--- src/rtl/divider_pkg.sv ---
// Shared types for the sequential restoring divider.
package divider_pkg;

  typedef enum logic [1:0] {
    IDLE = 2'd0,
    CALC = 2'd1,
    DONE = 2'd2
  } div_state_t;

endpackage

--- src/rtl/div_step.sv ---
// One combinational restoring-division step: shift in a dividend bit, trial-subtract the divisor.
module div_step #(
  parameter int WIDTH = 8
) (
  input  logic [WIDTH-1:0] rem_i,
  input  logic             bit_i,
  input  logic [WIDTH-1:0] divisor_i,
  output logic [WIDTH:0]   rem_o,
  output logic             q_bit_o
);

  logic [WIDTH:0] trial;
  logic [WIDTH:0] diff;

  // The trial value is one bit wider than the divisor, so the compare and subtract never overflow.
  always_comb begin
    trial   = {rem_i, bit_i};
    diff    = trial - {1'b0, divisor_i};
    q_bit_o = (trial >= {1'b0, divisor_i});
    rem_o   = q_bit_o ? diff : trial;
  end

endmodule

--- src/rtl/divider.sv ---
// Sequential unsigned restoring divider, one quotient bit per cycle, start/busy/valid handshake.
// Optional macro DIVIDER_DIV_ZERO_DETECT_EN short-cuts zero divisors straight to DONE.
module divider
  import divider_pkg::*;
#(
  parameter int WIDTH = 8
) (
  input  logic             clk_i,
  input  logic             rst_i,
  input  logic             start_i,
  input  logic [WIDTH-1:0] dividend_i,
  input  logic [WIDTH-1:0] divisor_i,
  output logic             busy_o,
  output logic             valid_o,
  output logic [WIDTH-1:0] quotient_o,
  output logic [WIDTH-1:0] remainder_o,
  output logic             div_by_zero_o
);

  localparam int CNT_W = $clog2(WIDTH);

  div_state_t       state_q, state_d;
  logic [WIDTH-1:0] q_q, q_d;
  logic [WIDTH:0]   rem_q, rem_d;
  logic [WIDTH-1:0] divisor_q, divisor_d;
  logic [CNT_W-1:0] cnt_q, cnt_d;

  logic [WIDTH:0]   step_rem;
  logic             step_bit;
  logic             unused_rem_msb;

  // The remainder MSB only exists to keep the step arithmetic wide; it is always zero after a step.
  assign unused_rem_msb = rem_q[WIDTH];

  div_step #(.WIDTH(WIDTH)) u_step (
    .rem_i     (rem_q[WIDTH-1:0]),
    .bit_i     (q_q[WIDTH-1]),
    .divisor_i (divisor_q),
    .rem_o     (step_rem),
    .q_bit_o   (step_bit)
  );

`ifdef DIVIDER_DIV_ZERO_DETECT_EN
  logic dbz_q, dbz_d;
  assign div_by_zero_o = dbz_q;
`else
  assign div_by_zero_o = 1'b0;
`endif

  always_comb begin
    // NOTE: every next-state signal gets its hold value first so no path can infer a latch.
    state_d   = state_q;
    q_d       = q_q;
    rem_d     = rem_q;
    divisor_d = divisor_q;
    cnt_d     = cnt_q;
`ifdef DIVIDER_DIV_ZERO_DETECT_EN
    dbz_d     = dbz_q;
`endif
    case (state_q)
      IDLE, DONE: begin
        if (start_i) begin
          state_d   = CALC;
          divisor_d = divisor_i;
          q_d       = dividend_i;
          rem_d     = '0;
          cnt_d     = '0;
`ifdef DIVIDER_DIV_ZERO_DETECT_EN
          dbz_d     = 1'b0;
          if (divisor_i == '0) begin
            state_d = DONE;
            q_d     = '1;
            rem_d   = {1'b0, dividend_i};
            dbz_d   = 1'b1;
          end
`endif
        end
      end
      CALC: begin
        q_d   = {q_q[WIDTH-2:0], step_bit};
        rem_d = step_rem;
        cnt_d = cnt_q + 1'b1;
        if (cnt_q == CNT_W'(WIDTH - 1)) begin
          state_d = DONE;
        end
      end
      default: state_d = IDLE;
    endcase
  end

  // NOTE: state registers use non-blocking assignments so every flop samples pre-edge values.
  always_ff @(posedge clk_i) begin
    if (rst_i) begin
      state_q   <= IDLE;
      q_q       <= '0;
      rem_q     <= '0;
      divisor_q <= '0;
      cnt_q     <= '0;
`ifdef DIVIDER_DIV_ZERO_DETECT_EN
      dbz_q     <= 1'b0;
`endif
    end else begin
      state_q   <= state_d;
      q_q       <= q_d;
      rem_q     <= rem_d;
      divisor_q <= divisor_d;
      cnt_q     <= cnt_d;
`ifdef DIVIDER_DIV_ZERO_DETECT_EN
      dbz_q     <= dbz_d;
`endif
    end
  end

  assign busy_o      = (state_q == CALC);
  assign valid_o     = (state_q == DONE);
  assign quotient_o  = q_q;
  assign remainder_o = rem_q[WIDTH-1:0];

endmodule

--- config.mk ---
export PLATFORM = sky130hd
export DESIGN_NAME = divider
export DESIGN_NICKNAME = d
export VERILOG_FILES = /design/src/rtl/divider_pkg.sv /design/src/rtl/div_step.sv /design/src/rtl/divider.sv
export SDC_FILE = /design/constraint.sdc
export NUM_CORES = 1
export LEC_CHECK = 0
export CORE_MARGIN = 8
export CORE_UTILIZATION = 51
export CTS_BUF_LIST = sky130_fd_sc_hd__clkbuf_8
export DETAILED_ROUTE_END_ITERATION = 16
export HOLD_SLACK_MARGIN = 0.03
export PLACE_DENSITY = 0.82
export SYNTH_ARGS = -nofsm -noshare
export SYNTH_HDL_FRONTEND = slang
export SYNTH_SLANG_ARGS = --single-unit
--- constraint.sdc ---
create_clock -name clk_i -period 6 [get_ports clk_i]
set_input_delay 1.8 -clock clk_i [delete_from_list [all_inputs] [get_ports clk_i]]
set_output_delay 1.8 -clock clk_i [all_outputs]
set_load 0.01 [all_outputs]
==> results.json <==
{
  "cap_violations": 0,
  "swShare_pct": 31.8,
  "cts_root_buf": "clkbuf_8",
  "required_ps": 6140,
  "grt_antenna_before_repair": 0,
  "area_growth_pct": 29.0,
  "htreeDepth": 2,
  "fill_cells": 245,
  "worstHoldStart": "divisor_q[2]$_SDFFE_PP0P_",
  "fin_ws_ps": 2320,
  "yosysTopAreaCell": "dfxtp_1",
  "totalWireLength_um": 3580,
  "synth_most_common_cell": "nand2_1",
  "relSlewSlack_pct": 22.7,
  "io_pins": 38,
  "finalCriticalPeriod_ps": 3680,
  "yosys_warnings": 0,
  "path_max_fanout": 19,
  "vias": 1346,
  "pwr-share-comb_pct": 35.6,
  "ys_seq_area_share_pct": 37.7,
  "synthAdderAreaFrac_pct": 9.42,
  "reg2reg_from": "divisor_q[4]$_SDFFE_PP0P_",
  "first_global_vias": 1395,
  "synth_top_area_share_pct": 37.7,
  "path_common_cell": "nor2_1",
  "post_cts_buffers": 0,
  "cp_slowest_cell": "nor2_1",
  "tightest_slew_ps": 1160,
  "power_mw": 0.576,
  "grt_usage_pct": 15.3,
  "crit_arrival_ps": 3820,
  "cellPowerDensity_mw_per_mm2": 290,
  "drt-initial-drc-count": 115,
  "synth_common_cells": "38 x nand2_1, 29 x dfxtp_1, 22 x nor2_1",
  "rsz0062_at_grt": "false",
  "busiest_layer": "met2",
  "start_kind": "input port",
  "cts_tree": "done",
  "postCtsHoldBufs": 0,
  "io_buffers": 36,
  "grt_util_met2_pct": 26.6,
  "ys_seq_elements": 29,
  "muxShareOfSynthArea_pct": 5.36,
  "min_period_over_period_pct": 61.3,
  "tns_ps": 0,
  "slowest_delay_ps": 860,
  "syn_area_mm2": 0.00154,
  "drt_first_pass_iters": 4,
  "die_h_um": 71.0,
  "p_sw_mw": 0.183,
  "worstSetupPathType": "input port to flip-flop",
  "hold_viol": 0,
  "num_antenna_cells": 0,
  "cts_resized": 0,
  "final_max_slew_viol_count": 0,
  "yosys.area_share.simple_pct": 18.7,
  "gp_congestion": 0.816,
  "wl_per_cell_um": 14.0,
  "multi_input_area_um2": 878,
  "seq_power_share_pct": 38.6,
  "grt_pass1_wl_um": 6210,
  "synth_top_family_by_area": "compound AO/OA/AOI/OAI gates",
  "hp-class": "flip-flop to flip-flop",
  "vias_per_cell": 5.26,
  "clkLatencyLatePin_ps": 280,
  "synth_xor_area_share_pct": 2.84,
  "syn_avg_cell_area_um2": 8.24,
  "drc": 0,
  "status": "completed",
  "use_met3_pct": 5.65,
  "synth-compound-area-share_pct": 20.5,
  "detail-route-antenna-nets": 0,
  "ff_latch_area_um2": 581,
  "cts.sinks": 29,
  "syn-num-nets": 217,
  "synth_edf_count": 0,
  "timing.critical_path.from": "start_i",
  "clock_path_buffers": 2,
  "synth-main-ff-cell": "dfxtp_1",
  "fin_nets": 252,
  "synth.area.top_cells": "dfxtp_1 38%, nand2_1 9.3%, ha_1 8.1%",
  "ys_types": 33,
  "dpl_worst_slack_ps": 2030,
  "numCtsBuffers": 5,
  "fmax_mhz": 272,
  "irDropWorstVdd_v": 0.000194,
  "rows": 20,
  "grt_max_degree": 24,
  "internal-power_mw": 0.393,
  "p_leak_nw": 0.801,
  "dpl.hpwl_um": 2640,
  "coreArea_mm2": 0.00295,
  "critPathCaptureType": "flip-flop",
  "syn_inst": 187,
  "ys_async_sr_fraction_pct": 0,
  "finClkSkew_ps": 7.39,
  "cp_cell_sequence": "clkdlybuf4s50_1 -> inv_1 -> nor2_1 -> nor2_1 -> a22oi_1 -> o21a_1 -> nor2_1",
  "grt_remaining_overflow": 0,
  "die_x_um": 71.0,
  "clk_pin_slew_ps": 60,
  "start_util_pct": 52.2,
  "drive_gt1_share_pct": 5.38,
  "setup_viol": 0,
  "die-area_mm2": 0.00504,
  "clockPowerShare_pct": 25.8,
  "met1_usage_pct": 16.0
}
[critical path, delay by kind of cell]
family                 cells  cell delay (ps)
AO/OA/AOI/OAI              2              360
buffers and inverters      2              540
AND/OR/NAND/NOR            3             1120
[worst paths after layout]
kind                                                    to  cells past startpoint  slack, ps
worst min-delay path             divisor_q[2]$_SDFFE_PP0P_                      2        460
worst min register to register   divisor_q[2]$_SDFFE_PP0P_                      2        460
worst max register to register       rem_q[0]$_SDFFE_PP0P_                      8       3450
worst max-delay path            quotient_o[0]$_SDFFE_PP0P_                      7       2320
[state kept, by name (all words and copies together) (netlist names)]
signal and cells:
rem_q 8, state_q 2, quotient_o 8, cnt_q 3, divisor_q 8
[power by group through the flow]
stage,Sequential [mW],Combinational (mW),Clock (mW)
final,0.222,0.205,0.148
after global routing,0.224,0.224,0.162
after CTS,0.222,0.206,0.152
after detailed placement,0.226,0.205,0
after global placement,0.226,0.202,0
after floorplan,0.228,0.143,0
[final cells by class]
cell class,count,share of cell area [%]
tap,33,2.08
timing repair buffer,36,18.1
sequential,29,29.2
inverter,12,2.27
clock inverter,3,0.692
clock buffer,5,3.46
multi-input combinational,138,44.2
[per-layer routing]
| layer | vias up | share of wire [%] |
|---|---|---|
| met1 | 615 | 42 |
| met5 | - | 0 |
| met3 | 7 | 4.6 |
| met2 | 26 | 51 |
| li1 | 698 | - |
| met4 | 0 | 2.2 |
[per-stage QoR]
stage | hold slack [ps] | cell area (um2) | utilization, % | instances
floorplan | 436 | 1540 | - | 187
global placement | 444 | 1910 | 64.5 | 248
detailed placement | 448 | 1910 | 64.5 | 248
CTS | 456 | 1990 | 67.3 | 256
global route | 471 | 1990 | 67.3 | 256
finish | 458 | 1990 | 67.3 | 256
[cells by family (layout without fill, tap and decap cells)]
logic type	count (synthesis)	count (layout)
AND/OR/NAND/NOR	70	70
multiplexers	8	8
AO/OA/AOI/OAI	43	43
flip-flops	29	29
buffers and inverters	20	56
adder cells (fa/ha/maj)	11	11
XOR/XNOR	5	5
other	1	1
[cells in the final DEF (no fill, tap or decap)]
cell type and count:
dfxtp_1 29, clkbuf_8 5, o21a_1 3, o211ai_1 1, ha_1 10, xor2_1 1, clkdlybuf4s50_1 36, nor3_1 2
a21boi_1 1, conb_1 1, o21ai_1 8, o21bai_1 1, o31ai_1 1, inv_2 1, mux2i_1 6, o31a_2 1
a311oi_1 7, a22oi_1 4, xnor2_1 4, nor2b_1 2, a211o_1 1, nand2b_1 4, clkinv_2 2, or2_1 1
nand2b_2 1, a21o_1 1, inv_1 12, fa_1 1, a21oi_1 12, a311oi_4 1, o21bai_4 1, nand2_1 38
mux2_1 2, nor2_1 22
Note: power is estimated with default switching activity, not from simulation.
